===== config.mk =====
export PLATFORM = sky130hd
export DESIGN_NAME = ramp_adc_sequencer_flat
export DESIGN_NICKNAME = d
export VERILOG_FILES = /design/src/rtl/adc_seq_pkg.sv /design/src/rtl/ramp_adc_sequencer_if.sv /design/src/rtl/rr_next_channel.sv /design/src/rtl/ramp_adc_sequencer.sv /design/src/flat_wrapper.sv
export SDC_FILE = /design/constraint.sdc
export NUM_CORES = 1
export LEC_CHECK = 0
export CORE_AREA = 2 2 68 70
export DETAILED_ROUTE_END_ITERATION = 10
export DIE_AREA = 0 0 70 72
export MAX_ROUTING_LAYER = met4
export PLACE_DENSITY = 0.82
export SYNTH_ARGS = -nofsm -noshare
export SYNTH_HDL_FRONTEND = slang
export SYNTH_SLANG_ARGS = --single-unit

===== constraint.sdc =====
create_clock -name clk -period 1.75 [get_ports clk]
set_input_delay 0.2625 -clock clk [delete_from_list [all_inputs] [get_ports clk]]
set_output_delay 0.2625 -clock clk [all_outputs]
set_load 0.005 [all_outputs]

===== src/rtl/adc_seq_pkg.sv =====
// Shared types and constants for the ramp ADC sequencer.
//   state_t    : sequencer FSM states
//   *_DEF      : default parameter values used by the top and the interface
//   DAC_MAX    : full-scale DAC code for the default DAC width
//   CNT_W      : width of the shared settle/step down-counter for the defaults
//   cnt_width  : sizes the shared counter for any STEP_HOLD / SETTLE_CYCLES pair
package adc_seq_pkg;

  typedef enum logic [1:0] {
    IDLE   = 2'd0,
    SELECT = 2'd1,
    RAMP   = 2'd2,
    RESULT = 2'd3
  } state_t;

  localparam int NUM_CH_DEF        = 4;
  localparam int CH_W_DEF          = 2;
  localparam int DAC_W_DEF         = 8;
  localparam int STEP_HOLD_DEF     = 256;
  localparam int SETTLE_CYCLES_DEF = 1024;

  localparam logic [DAC_W_DEF-1:0] DAC_MAX = {DAC_W_DEF{1'b1}};

  // Counter is loaded with (length - 1), so clog2 of the longer phase suffices.
  function automatic int cnt_width(input int step_hold, input int settle_cycles);
    int longest;
    longest = (step_hold > settle_cycles) ? step_hold : settle_cycles;
    return (longest > 1) ? $clog2(longest) : 1;
  endfunction

  localparam int CNT_W = cnt_width(STEP_HOLD_DEF, SETTLE_CYCLES_DEF);

endpackage


===== src/rtl/ramp_adc_sequencer_if.sv =====
// Result handshake bundle between the sequencer and its consumer.
//   result_valid : converted code available (master -> slave)
//   result_ready : consumer accepts the code (slave -> master)
//   result_data  : converted DAC code
//   result_ch    : analog channel the code belongs to
//   result_ovr   : comparator never tripped, input at or above full scale
interface ramp_adc_sequencer_if
  import adc_seq_pkg::*;
#(
  parameter int CH_W  = CH_W_DEF,
  parameter int DAC_W = DAC_W_DEF
);

  logic             result_valid;
  logic             result_ready;
  logic [DAC_W-1:0] result_data;
  logic [CH_W-1:0]  result_ch;
  logic             result_ovr;

  modport master (
    output result_valid,
    output result_data,
    output result_ch,
    output result_ovr,
    input  result_ready
  );

  modport slave (
    input  result_valid,
    input  result_data,
    input  result_ch,
    input  result_ovr,
    output result_ready
  );

endinterface


===== src/rtl/rr_next_channel.sv =====
// Round-robin channel picker (purely combinational).
//   mask        : per-channel enable
//   last_ch     : channel converted most recently
//   next_ch     : lowest enabled index strictly above last_ch, else lowest enabled index
//   any_enabled : at least one mask bit set
module rr_next_channel
  import adc_seq_pkg::*;
#(
  parameter int NUM_CH = NUM_CH_DEF,
  parameter int CH_W   = CH_W_DEF
) (
  input  logic [NUM_CH-1:0] mask,
  input  logic [CH_W-1:0]   last_ch,
  output logic [CH_W-1:0]   next_ch,
  output logic              any_enabled
);

  logic            upper_hit_s;
  logic [CH_W-1:0] upper_idx_s;
  logic [CH_W-1:0] lowest_idx_s;

  // Scan from the top down so the lowest qualifying index is written last and wins.
  always_comb begin
    upper_hit_s  = 1'b0;
    upper_idx_s  = {CH_W{1'b0}};
    lowest_idx_s = {CH_W{1'b0}};
    for (int i = NUM_CH - 1; i >= 0; i--) begin
      lowest_idx_s = mask[i] ? CH_W'(i) : lowest_idx_s;
      upper_idx_s  = (mask[i] && (CH_W'(i) > last_ch)) ? CH_W'(i) : upper_idx_s;
      upper_hit_s  = (mask[i] && (CH_W'(i) > last_ch)) ? 1'b1 : upper_hit_s;
    end
    next_ch     = upper_hit_s ? upper_idx_s : lowest_idx_s;
    any_enabled = |mask;
  end

endmodule


===== src/rtl/ramp_adc_sequencer.sv =====
// Ramp ADC sequencer: drives an external analog mux and a PWM DAC, ramps the DAC
// until the comparator trips and returns one code per enabled channel, round-robin.
//   clk, reset_n : system clock, asynchronous active-low reset
//   run          : level, 1 = keep converting, 0 = stop after the current conversion
//   ch_enable    : per-channel enable, sampled only when a channel is selected
//   compare_in   : raw comparator (1 = V_in > V_DAC), asynchronous to clk
//   mux_sel      : analog mux select
//   dac_duty     : PWM DAC duty code
//   busy         : high whenever the FSM is not IDLE
//   res          : result handshake (valid/ready, data, channel, overrange)
module ramp_adc_sequencer
  import adc_seq_pkg::*;
#(
  parameter int NUM_CH        = NUM_CH_DEF,
  parameter int CH_W          = CH_W_DEF,
  parameter int DAC_W         = DAC_W_DEF,
  parameter int STEP_HOLD     = STEP_HOLD_DEF,
  parameter int SETTLE_CYCLES = SETTLE_CYCLES_DEF
) (
  input  logic                clk,
  input  logic                reset_n,
  input  logic                run,
  input  logic [NUM_CH-1:0]   ch_enable,
  input  logic                compare_in,
  output logic [CH_W-1:0]     mux_sel,
  output logic [DAC_W-1:0]    dac_duty,
  output logic                busy,
  ramp_adc_sequencer_if.master res
);

  localparam int                CW          = cnt_width(STEP_HOLD, SETTLE_CYCLES);
  localparam logic [CW-1:0]     SETTLE_LOAD = CW'(SETTLE_CYCLES - 1);
  localparam logic [CW-1:0]     STEP_LOAD   = CW'(STEP_HOLD - 1);
  localparam logic [CW-1:0]     CNT_ZERO    = {CW{1'b0}};
  localparam logic [DAC_W-1:0]  CODE_ZERO   = {DAC_W{1'b0}};
  localparam logic [DAC_W-1:0]  CODE_MAX    = {DAC_W{1'b1}};
  localparam logic [CH_W-1:0]   LAST_RESET  = CH_W'(NUM_CH - 1);

  state_t           state_r,  state_next;
  logic [CW-1:0]    cnt_r,    cnt_next;
  logic [DAC_W-1:0] dac_r,    dac_next;
  logic [CH_W-1:0]  mux_r,    mux_next;
  logic [CH_W-1:0]  last_r,   last_next;
  logic             valid_r,  valid_next;
  logic [DAC_W-1:0] data_r,   data_next;
  logic [CH_W-1:0]  ch_r,     ch_next;
  logic             ovr_r,    ovr_next;
  logic             busy_r;

  logic             cmp_meta_r;
  logic             cmp_sync_r;
  logic             cmp_s;

  logic [CH_W-1:0]  rr_next_s;
  logic             rr_any_s;

  rr_next_channel #(
    .NUM_CH (NUM_CH),
    .CH_W   (CH_W)
  ) u_rr (
    .mask        (ch_enable),
    .last_ch     (last_r),
    .next_ch     (rr_next_s),
    .any_enabled (rr_any_s)
  );

  // Two-flop synchronizer for the asynchronous comparator pin.
  always_ff @(posedge clk or negedge reset_n) begin
    if (!reset_n) begin
      cmp_meta_r <= 1'b0;
      cmp_sync_r <= 1'b0;
    end else begin
      cmp_meta_r <= compare_in;
      cmp_sync_r <= cmp_meta_r;
    end
  end

  assign cmp_s = cmp_sync_r;

  // Next-state and next-output logic; the shared counter times both settle and step hold.
  always_comb begin
    state_next = state_r;
    cnt_next   = cnt_r;
    dac_next   = dac_r;
    mux_next   = mux_r;
    last_next  = last_r;
    valid_next = valid_r;
    data_next  = data_r;
    ch_next    = ch_r;
    ovr_next   = ovr_r;

    case (state_r)
      IDLE: begin
        if (run && rr_any_s) begin
          state_next = SELECT;
          mux_next   = rr_next_s;
          last_next  = rr_next_s;
          dac_next   = CODE_ZERO;
          cnt_next   = SETTLE_LOAD;
        end else begin
          state_next = IDLE;
        end
      end

      SELECT: begin
        if (cnt_r != CNT_ZERO) begin
          cnt_next = cnt_r - CW'(1);
        end else begin
          state_next = RAMP;
          cnt_next   = STEP_LOAD;
          dac_next   = CODE_ZERO;
        end
      end

      RAMP: begin
        if (cnt_r != CNT_ZERO) begin
          cnt_next = cnt_r - CW'(1);
        end else if (!cmp_s) begin
          // Comparator tripped at the end of this hold: current code is the result.
          state_next = RESULT;
          valid_next = 1'b1;
          data_next  = dac_r;
          ch_next    = last_r;
          ovr_next   = 1'b0;
          dac_next   = CODE_ZERO;
        end else if (dac_r != CODE_MAX) begin
          dac_next = dac_r + DAC_W'(1);
          cnt_next = STEP_LOAD;
        end else begin
          // Full scale reached without a trip; saturate instead of wrapping.
          state_next = RESULT;
          valid_next = 1'b1;
          data_next  = CODE_MAX;
          ch_next    = last_r;
          ovr_next   = 1'b1;
          dac_next   = CODE_ZERO;
        end
      end

      RESULT: begin
        if (valid_r && res.result_ready) begin
          valid_next = 1'b0;
          if (run && rr_any_s) begin
            state_next = SELECT;
            mux_next   = rr_next_s;
            last_next  = rr_next_s;
            dac_next   = CODE_ZERO;
            cnt_next   = SETTLE_LOAD;
          end else begin
            state_next = IDLE;
          end
        end else begin
          state_next = RESULT;
        end
      end

      default: begin
        state_next = IDLE;
        valid_next = 1'b0;
        dac_next   = CODE_ZERO;
        cnt_next   = CNT_ZERO;
      end
    endcase
  end

  // State and output registers; reset drops any conversion in flight.
  always_ff @(posedge clk or negedge reset_n) begin
    if (!reset_n) begin
      state_r <= IDLE;
      cnt_r   <= CNT_ZERO;
      dac_r   <= CODE_ZERO;
      mux_r   <= {CH_W{1'b0}};
      last_r  <= LAST_RESET;
      valid_r <= 1'b0;
      data_r  <= CODE_ZERO;
      ch_r    <= {CH_W{1'b0}};
      ovr_r   <= 1'b0;
      busy_r  <= 1'b0;
    end else begin
      state_r <= state_next;
      cnt_r   <= cnt_next;
      dac_r   <= dac_next;
      mux_r   <= mux_next;
      last_r  <= last_next;
      valid_r <= valid_next;
      data_r  <= data_next;
      ch_r    <= ch_next;
      ovr_r   <= ovr_next;
      busy_r  <= (state_next != IDLE);
    end
  end

  assign mux_sel          = mux_r;
  assign dac_duty         = dac_r;
  assign busy             = busy_r;
  assign res.result_valid = valid_r;
  assign res.result_data  = data_r;
  assign res.result_ch    = ch_r;
  assign res.result_ovr   = ovr_r;

endmodule

===== src/flat_wrapper.sv =====
// flat-port wrapper written by rule: the top's interface ports become plain ports
module ramp_adc_sequencer_flat import adc_seq_pkg::*;
#(
  parameter int NUM_CH        = NUM_CH_DEF,
  parameter int CH_W          = CH_W_DEF,
  parameter int DAC_W         = DAC_W_DEF,
  parameter int STEP_HOLD     = STEP_HOLD_DEF,
  parameter int SETTLE_CYCLES = SETTLE_CYCLES_DEF
)
  (clk, reset_n, run, ch_enable, compare_in, mux_sel, dac_duty, busy, res_result_valid, res_result_data, res_result_ch, res_result_ovr, res_result_ready);
  ramp_adc_sequencer_if #(.CH_W(CH_W), .DAC_W(DAC_W)) res_i ();
  input  logic clk;
  input  logic reset_n;
  input  logic run;
  input  logic [NUM_CH-1:0] ch_enable;
  input  logic compare_in;
  output logic [CH_W-1:0] mux_sel;
  output logic [DAC_W-1:0] dac_duty;
  output logic busy;
  output wire logic [$bits(res_i.result_valid)-1:0] res_result_valid;
  output wire logic [$bits(res_i.result_data)-1:0] res_result_data;
  output wire logic [$bits(res_i.result_ch)-1:0] res_result_ch;
  output wire logic [$bits(res_i.result_ovr)-1:0] res_result_ovr;
  input wire logic [$bits(res_i.result_ready)-1:0] res_result_ready;
  assign res_result_valid = res_i.result_valid;
  assign res_result_data = res_i.result_data;
  assign res_result_ch = res_i.result_ch;
  assign res_result_ovr = res_i.result_ovr;
  assign res_i.result_ready = res_result_ready;
  ramp_adc_sequencer #(.NUM_CH(NUM_CH), .CH_W(CH_W), .DAC_W(DAC_W), .STEP_HOLD(STEP_HOLD), .SETTLE_CYCLES(SETTLE_CYCLES)) u_core (.clk(clk), .reset_n(reset_n), .run(run), .ch_enable(ch_enable), .compare_in(compare_in), .mux_sel(mux_sel), .dac_duty(dac_duty), .busy(busy), .res(res_i));
endmodule

---- After elaboration in Yosys (flattened, before gate mapping) ----
Index checks and enable logic that the tools add are counted.
Widths: inputs -> output; s select.
operators by class
  $lt $le $gt $ge ......................... 4
  eq/ne operators ......................... 11
  multiplexer cells ....................... 50
  bitwise logic cells ..................... 1
  reduce and logical (&&, ||, !) cells .... 17
  $add $sub $neg .......................... 2
operators by type and width
  kind                   count
  $mux 8                 8
  $mux 10                6
  $mux 2                 20
  $pmux 10 s4            1
  $pmux 8 s4             1
  $mux 1                 10
  $reduce_bool 10->1     1
  $sub 10x1->10 const B  1
  $reduce_and 3->1       3
  $add 8x1->8 const B    1
  $ne 8x8->1 const B     1
  $pmux 2 s2             2
  $pmux 2 s4             1
  $logic_and 1x1->1      6
  $ne 2x2->1 const B     3
  $ne 3x1->1 const B     2
  $reduce_bool 2->1      3
  $eq 2x2->1 const B     2
  $gt 1x2->1 const A     2
  $gt 2x2->1 const A     2
  $reduce_and 4->1       1
  $reduce_or 4->1        1
  $ne 3x3->1 const B     1
  $eq 2x1->1 const B     1
  other kinds (5)        5
storage, ports and cells
  bits of input ports ..................... 9
  flip-flop bits (word level) ............. 39
  output and inout port bits .............. 23
  logic and storage cells ................. 97

---- Logic depth before layout (Yosys ltp) ----
Gate-level depths: netlist of run 1.
  word-level depth ........................ 10
  gate-level depth with buffers ........... 9
  gate-level depth less buffers ........... 7

---- Modules after synthesis ----
Synthesis of run 1 repeated with hierarchy kept, for this count alone.
second synthesis, totals
  cells, all modules ...................... 200
  area total of the unflattened synthesis .. 2103.3 µm²
modules (own cells, without submodules)
  module              area each (µm²)  cells each  times used
  ramp_adc_sequencer  2021.9           187         1
  rr_next_channel     81.3             13          1

---- Worst setup path before layout of run 1 ----
No wires, ideal clock.
  path type ............................... register -> register
  start point ............................. register u_core.state_r[0]
  end point ............................... register u_core.mux_r[0], in the netlist u_core.mux_sel[0]
  period minus slack after synthesis ...... 1934 ps
  arrival time ............................ 1815 ps
  cell stages (with the launch flop) ...... 6
  path slack .............................. -184 ps
  library setup time ...................... 119 ps
  cells stage by stage .................... dfrtp_1 -> ha_1 -> a21boi_1 -> nor3b_1 -> or3b_2 -> o21a_1
between the ends
  cells in the longest elaborated chain, start to end .. 3
  elaborated cells on any way between the ends .. 6
RTL lines
  element                                                           RTL line                   text
  from (decl)                                                       ramp_adc_sequencer.sv:39   state_t state_r, state_next;
  from (signal assigned)                                            ramp_adc_sequencer.sv:180  state_r <= state_next;
  $eq 2x2->1 / $logic_not 2->1 (equally long branches)              ramp_adc_sequencer.sv:92   case (state_r)
  $ne 2x1->1 (no line) / $reduce_bool 2->1 (equally long branches)  -
  $reduce_and 2->1 (no line)                                        -
  to (signal assigned)                                              ramp_adc_sequencer.sv:172  mux_r <= {CH_W{1'b0}};
  to (signal assigned)                                              ramp_adc_sequencer.sv:183  mux_r <= mux_next;
  to (decl)                                                         ramp_adc_sequencer.sv:42   logic [CH_W-1:0] mux_r, mux_next;
Parallel ways exist; a longest one is shown, timed or not.
A chain may end at the register's enable or synchronous reset.

---- Worst setup path in the final report of run 1 ----
  start point ............................. register u_core.cnt_r[1]
  end point ............................... register u_core.dac_r[3], in the netlist u_core.dac_duty[3]
between the ends
  cells in the longest elaborated chain, start to end .. 3
  elaborated cells on any way between the ends .. 4
RTL lines
  element                       RTL line                                              text
  from (decl)                   ramp_adc_sequencer.sv:40                              logic [CW-1:0] cnt_r, cnt_next;
  from (signal assigned)        ramp_adc_sequencer.sv:181                             cnt_r <= cnt_next;
  $reduce_bool 10->1 *          ramp_adc_sequencer.sv:106, ramp_adc_sequencer.sv:116
  $ne 2x2->1 (no line)          -
  $reduce_and 3->1 (no line) *  -
  to (signal assigned)          ramp_adc_sequencer.sv:182                             dac_r <= dac_next;
  to (decl)                     ramp_adc_sequencer.sv:41                              logic [DAC_W-1:0] dac_r, dac_next;
Mark *: on every way between the ends. The rest lies on a longest branch, timed or not.

==> results of run 1 <==
==> routing by layer <==
| metal | vias to the layer above | routed length [um] |
|---|---|---|
| li1 | 922 | - |
| met3 | 20 | 273 |
| met4 | 0 | 177 |
| met5 | - | 0 |
| met1 | 976 | 2430 |
| met2 | 73 | 2920 |
==> report_power, final <==
group / internal [W] / leakage [nW] / switching, W
clock network: 0.000425 / 0.0581 / 0.000346
logic: 0.000251 / 0.830 / 0.000206
registers: 0.000981 / 0.465 / 0.0000596
total: 0.00166 / 1.35 / 0.000612
==> worst max path at each step <==
stage,depth (start not counted),to,startpoint,slack [ns]
floorplan,7,u_core.dac_duty[5],u_core.cnt_r[0],-0.06
global placement,6,u_core.dac_duty[2],ch_enable[1],-0.34
detailed placement,6,u_core.cnt_r[3],ch_enable[1],-0.39
CTS,7,u_core.dac_duty[5],u_core.cnt_r[1],-0.17
global route,9,u_core.dac_duty[3],u_core.cnt_r[1],-0.32
finish,9,u_core.dac_duty[3],u_core.cnt_r[1],-0.21
==> sequential cells by signal, summed over array words and instances, names as in the netlist <==
signal and cells:
u_core.last_r 2, u_core.mux_sel 2, u_core.busy 1, u_core.cmp_s 1, u_core.dac_duty 8, u_core.res.result_ch 2
u_core.cmp_meta_r 1, u_core.res.result_valid 1, u_core.cnt_r 10, u_core.state_r 2, u_core.res.result_data 8, u_core.res.result_ovr 1
==> layout make-up <==
type                            instances  area [um2]  area share (%)
Multi-Input combinational cell        140        1130            36.0
Sequential cell                        39         978            31.1
Timing Repair Buffer                   92         817            26.0
Clock buffer                            5        68.8            2.19
Tap cell                               52        65.1            2.07
Clock inverter                          3        43.8            1.39
Inverter                               11        41.3            1.31
==> kinds of logic after synthesis <==
group                    after synthesis  share of synthesized area (%)
AO/OA/AOI/OAI                         69                           23.2
adder cells (fa/ha/maj)                7                           4.43
flip-flops                            39                           49.5
buffers and inverters                 18                           3.80
AND/OR/NAND/NOR                       60                           17.4
multiplexers                           3                           1.65
==> Yosys cell counts (3+ instances only) <==
cell type,n
a21oi_1,15
a31oi_1,10
dfrtp_1,37
ha_1,7
inv_1,11
nand2_1,11
nand2b_1,4
nand3_1,9
nand3b_1,3
nor2_1,11
nor3_1,5
o21a_1,4
o21ai_0,16
o22a_1,8
o31ai_1,3
or4_1,4
==> worst max-delay path, stage by stage, from the launching register on <==
cell	delay, ns
dfrtp_1	0.39
inv_1	0.06
ha_2	0.17
nor3b_4	0.22
buf_4	0.15
and3_4	0.22
buf_6	0.12
nand3b_1	0.12
a31oi_4	0.28
a21oi_1	0.10
==> through the flow <==
step           hold slack (ns)  instance area, um2  power (W)  TNS, ns
2_1_floorplan          -0.0331                2000    0.00123   -0.107
4_1_cts                 0.0219                3030    0.00224   -0.998
5_1_grt                 0.0288                3150    0.00236    -7.82
6_report              -0.00688                3150    0.00227    -4.33
3_5_place_dp             0.348                2710    0.00144    -9.20
3_3_place_gp             0.335                2710    0.00142    -7.48
==> timing repair <==
action,CTS,global route
cloned,1,0
setup endpoints to repair,34,36
pin swaps,15,13
buffers inserted,9,4
resized for setup,34,27
==> out/qor.yml, run 1 <==
synthesis:
  yosysTopAreaCellShare_pct: 46.9
  synth-seq-cells: 39
  ys.flop_type: "dfrtp_1"
  syn_area_um2: 1980
  syn_inst: 196
  synth_cell_types: 46
  synthTopCellsByArea: "dfrtp_1 47%, ha_1 4.4%, o21ai_0 4.1%"
  syn_avg_cell_area_um2: 10.1
  yosys_warnings: 0
  syn-num-nets: 212
  seq_area_frac_synth_pct: 49.5
  synth_top_area_cell: "dfrtp_1"
  async_reset_ff_share_pct: 100
  synth_edf_count: 0
grt:
  grt_first_pass_wirelength_mm: 9.49
  grt_pass1_vias: 2059
  grt_busiest_layer: "met2"
  use_met3_pct: 5.28
  grtUsageMet1_pct: 27.4
  antenna_found_initial: 0
  track_usage_pct: 24.5
  grt_max_degree: 40
  overflow: 0
  grt_use_met2_pct: 42.1
clock_network:
  h-tree-depth: 2
  clkLatencyLatePin_ns: 0.30
  clock_path_buffers: 2
  clock_sinks: 39
  cts_tree: "yes"
  root_buffer: "clkbuf_8"
  clk_transition_reported_paths_ns: 0.08
  cts_buffers: 5
  postCtsHoldBufs: 0
setup_path:
  critPathRequiredTime_ns: 1.93
  r2r_end: "u_core.dac_duty[3]"
  start_kind: "register"
  regToRegStartpoint: "u_core.cnt_r[1]"
  worstRegToRegCells: 9
  rrSetupSlack_ns: -0.21
  crit_arrival_ns: 2.14
  cp_max_fo: 5
  cp-end-kind: "register"
  worstSetupPathType: "reg2reg"
worst_hold_path:
  hold_class: "in2async"
floorplan:
  die_w_um: 70
  rows: 24
  die_area_um2: 5040
  ios: 32
  die_h_um: 72
  core_area_um2: 4260
  initial_core_util_pct: 46.3
sta:
  finalSetupViolCount: 33
  fin_crit_sh_pct: 112
  fmax_mhz: 511
  finalMaxSlewViolations: 0
  hold_viol: 6
  period_minus_slack_ns: 1.96
  clock_skew_ns: 0.00989
  tightestPinTransition_ns: 0.506
  fin_ws_ns: -0.208
  slew_headroom_pct: 66.3
  hold_ws_ns: -0.00688
  rsz0062_at_grt: "true"
final_layout:
  nNetsFinal: 305
  layout_commonest_cell: "buf_4"
  fin_util_pct: 73.8
  n_antenna_cell: 0
  drive_above_1_share_pct: 38.3
  final_cell_count_no_fill: 342
  nFillCells: 279
  layout_common_cells: "49 x buf_4, 37 x dfrtp_1, 30 x clkdlybuf4s50_1"
  area_growth_pct: 59.2
route:
  viasPerCell: 5.82
  vias: 1991
  drc: 0
  post_drt_wl_per_cell_um: 17.0
  postRouteAntennaNets: 0
  drt_iter0_markers: 133
  finalWirelength_mm: 5.80
  dr.pass1.iters: 4
power_and_ir_drop:
  irDropWorstVdd_uv: 488
  p_per_area_nw_per_um2: 721
  p_leak_nw: 1.35
place:
  dp_hpwl_mm: 3.43
  io_buffers: 31
  dp.cells: 322
  pre_cts_ws_ns: -0.386
  gp_congestion: 0.843
outcome:
  outcome: "finished with violations"
  violations: "hold timing, setup timing"
run:
  maxCapViolations: 0
No activity file was read; power rests on OpenSTA's default activity.
==> run 2: changes to the inputs <==
PLACE_DENSITY = 0.76   (was 0.82)
==> out/qor.yml, run 2 (synthesis gave the netlist of run 1 again) <==
outcome:
  outcome: "finished with violations"  # unchanged
  violations: "setup timing"  # was hold timing, setup timing
setup_path:
  cp-end-kind: "register"  # unchanged
  worstPathCellList: "inv_2 -> ha_2 -> or2_4 -> nand4_1 -> a21o_4 -> buf_6 -> or3_4 -> a21oi_2"  # was inv_1 -> ha_2 -> nor3b_4 -> buf_4 -> and3_4 -> buf_6 -> nand3b_1 -> a31oi_4 -> a21oi_1
  crit_arrival_ns: 2.20  # was 2.14 ns
  cp_max_fo: 6  # was 5
  slowest_delay_ns: 0.45  # was 0.39 ns
  start_kind: "register"  # unchanged
  crit_slowest_cell: "dfrtp_1"  # unchanged
  critPathRequiredTime_ns: 1.98  # was 1.93 ns
  worstSetupPathType: "reg2reg"  # unchanged
route:
  drc: 0  # unchanged
  vias: 1937  # was 1991
  postRouteAntennaNets: 0  # unchanged
  viasPerCell: 5.63  # was 5.82
  finalWirelength_mm: 5.40  # was 5.80 mm
  post_drt_wl_per_cell_um: 15.7  # was 17.0 um
  dr.pass1.iters: 4  # unchanged
  drt_iter0_markers: 124  # was 133
sta:
  fin_crit_sh_pct: 112  # about the same
  fin_ws_ns: -0.218  # was -0.208 ns
  tightestPinTransition_ns: 0.454  # was 0.506 ns
  finalSetupViolCount: 23  # was 33
  hold_viol: 0  # was 6
  finalMaxSlewViolations: 0  # unchanged
  rsz0062_at_grt: "true"  # unchanged
  slew_headroom_pct: 69.7  # was 66.3%
  clock_skew_ns: 0.00782  # was 0.00989 ns
  period_minus_slack_ns: 1.97  # was 1.96 ns
  fmax_mhz: 508  # was 511 MHz
grt:
  grt_max_degree: 22  # was 40
  grt_use_met2_pct: 37.9  # was 42.1%
  grtUsageMet1_pct: 27.1  # was 27.4%
  antenna_found_initial: 0  # unchanged
  overflow: 0  # unchanged
  grt_pass1_vias: 1914  # was 2059
  grt_busiest_layer: "met2"  # unchanged
  use_met3_pct: 5.14  # was 5.28%
  grt_first_pass_wirelength_mm: 8.85  # was 9.49 mm
  track_usage_pct: 22.7  # was 24.5%
clock_network:
  clock_sinks: 39  # unchanged
  cts_buffers: 5  # unchanged
  cts_tree: "yes"  # unchanged
  clk_transition_reported_paths_ns: 0.08  # about the same
  root_buffer: "clkbuf_8"  # unchanged
  clock_path_buffers: 2  # unchanged
  clkLatencyLatePin_ns: 0.30  # about the same
  h-tree-depth: 2  # unchanged
final_layout:
  area_growth_pct: 57.7  # was 59.2%
  n_antenna_cell: 0  # unchanged
  multi_input_area_um2: 1070  # was 1130 um2
  nFillCells: 312  # was 279
  fin_util_pct: 73.1  # was 73.8%
  layout_common_cells: "52 x buf_4, 36 x dfrtp_1, 30 x clkdlybuf4s50_1"  # was 49 x buf_4, 37 x dfrtp_1, 30 x clkdlybuf4s50_1
  drive_above_1_share_pct: 36.3  # was 38.3%
  nNetsFinal: 307  # was 305
  largest_reg_flops: 10  # unchanged
  final_cell_count_no_fill: 344  # was 342
  register_area_um2: 980  # was 978 um2
  regMostFlops: "u_core.cnt_r"  # unchanged
  layout_commonest_cell: "buf_4"  # unchanged
place:
  gp_congestion: 0.774  # was 0.843
  io_buffers: 31  # unchanged
  pre_cts_ws_ns: -0.388  # was -0.386 ns
  dp.cells: 322  # unchanged
  dp_hpwl_mm: 3.37  # was 3.43 mm
floorplan:
  die_w_um: 70  # unchanged
  die_h_um: 72  # unchanged
  core_area_um2: 4260  # unchanged
  die_area_um2: 5040  # unchanged
  ios: 32  # unchanged
  initial_core_util_pct: 46.3  # unchanged
  rows: 24  # unchanged
power_and_ir_drop:
  p_total_w: 0.00232  # was 0.00227 W
  p_leak_nw: 1.37  # was 1.35 nW
  irDropWorstVdd_uv: 498  # was 488 uV
  p_per_area_nw_per_um2: 745  # was 721 nW/um2
run:
  maxCapViolations: 0  # unchanged
worst_hold_path:
  hold_class: "reg2reg"  # was in2async
run 2: changes by cell type in the layout (fill, tap and decap cells not counted), moves of 2 or more:
cell	previous run	this run
a21oi_1	9	13
a21oi_2	6	2
o21ai_0	5	9
buf_4	49	52
and3_2	0	2
and3_4	2	0
o21ai_1	8	6
o21ai_2	3	1
o31ai_1	1	3
o31ai_2	2	0
run 2: critical path, delay by kind of cell, from the launching register on:
family                   cells  cell delay [ns]
AND/OR/NAND/NOR              3             0.59
flip-flops                   1             0.45
AO/OA/AOI/OAI                2             0.39
buffers and inverters        2             0.25
adder cells (fa/ha/maj)      1             0.22
run 2: report_power, final:
| part | leakage, nW | switching (W) | total, W | internal, W |
|---|---|---|---|---|
| Combinational | 0.843 | 0.000208 | 0.000489 | 0.000280 |
| Sequential | 0.464 | 0.0000586 | 0.00104 | 0.000982 |
| Clock | 0.0612 | 0.000330 | 0.000792 | 0.000462 |
| Total | 1.37 | 0.000597 | 0.00232 | 0.00172 |
run 2: area by class of cell:
cell class	count	share of cell area [%]
inverter	11	1.33
clock inverter	2	1.12
clock buffer	6	2.65
tap	52	2.09
sequential	39	31.4
timing repair buffer	95	26.9
multi-input combinational	139	34.5
run 2: per-layer routing:
metal | vias up | wire, um
met5 | - | 0
met3 | 12 | 239
li1 | 920 | -
met2 | 53 | 2750
met1 | 952 | 2310
met4 | 0 | 102
run 2: per-stage QoR:
step / instance area (um2) / hold WS (ns) / TNS, ns
finish: 3120 / 0.359 / -2.32
global route: 3120 / 0.372 / -4.88
CTS: 2970 / 0.363 / -1.36
detailed placement: 2730 / 0.239 / -7.54
global placement: 2730 / 0.242 / -6.45
floorplan: 2000 / -0.0331 / -0.107
run 2: worst paths after layout:
kind                              startpoint                   endpoint  depth (start not counted)  slack (ns)
setup / recovery           u_core.state_r[1]         u_core.dac_duty[3]                          8       -0.22
hold / removal             u_core.cmp_meta_r               u_core.cmp_s                          0        0.36
setup reg to reg           u_core.state_r[1]         u_core.dac_duty[3]                          8       -0.22
hold reg to reg            u_core.cmp_meta_r               u_core.cmp_s                          0        0.36
max in group asynchronous            reset_n  u_core.res.result_data[2]                          3        0.84
min in group asynchronous            reset_n                u_core.busy                          2        0.45
run 2: what timing repair did:
item | 4_1_cts | 5_1_grt
gates resized for setup | 22 | 26
setup buffers | 8 | 5
hold buffers | 1 | 0
pin swaps | 11 | 11
hold endpoints to repair | 16 | 0
endpoints found under the setup margin | 33 | 36
==> run 3: changes to the inputs <==
SLEW_MARGIN = 0   (was unset)
==> results of run 3 <==
Final layout, timing and power as in run 2 (identical DEF).
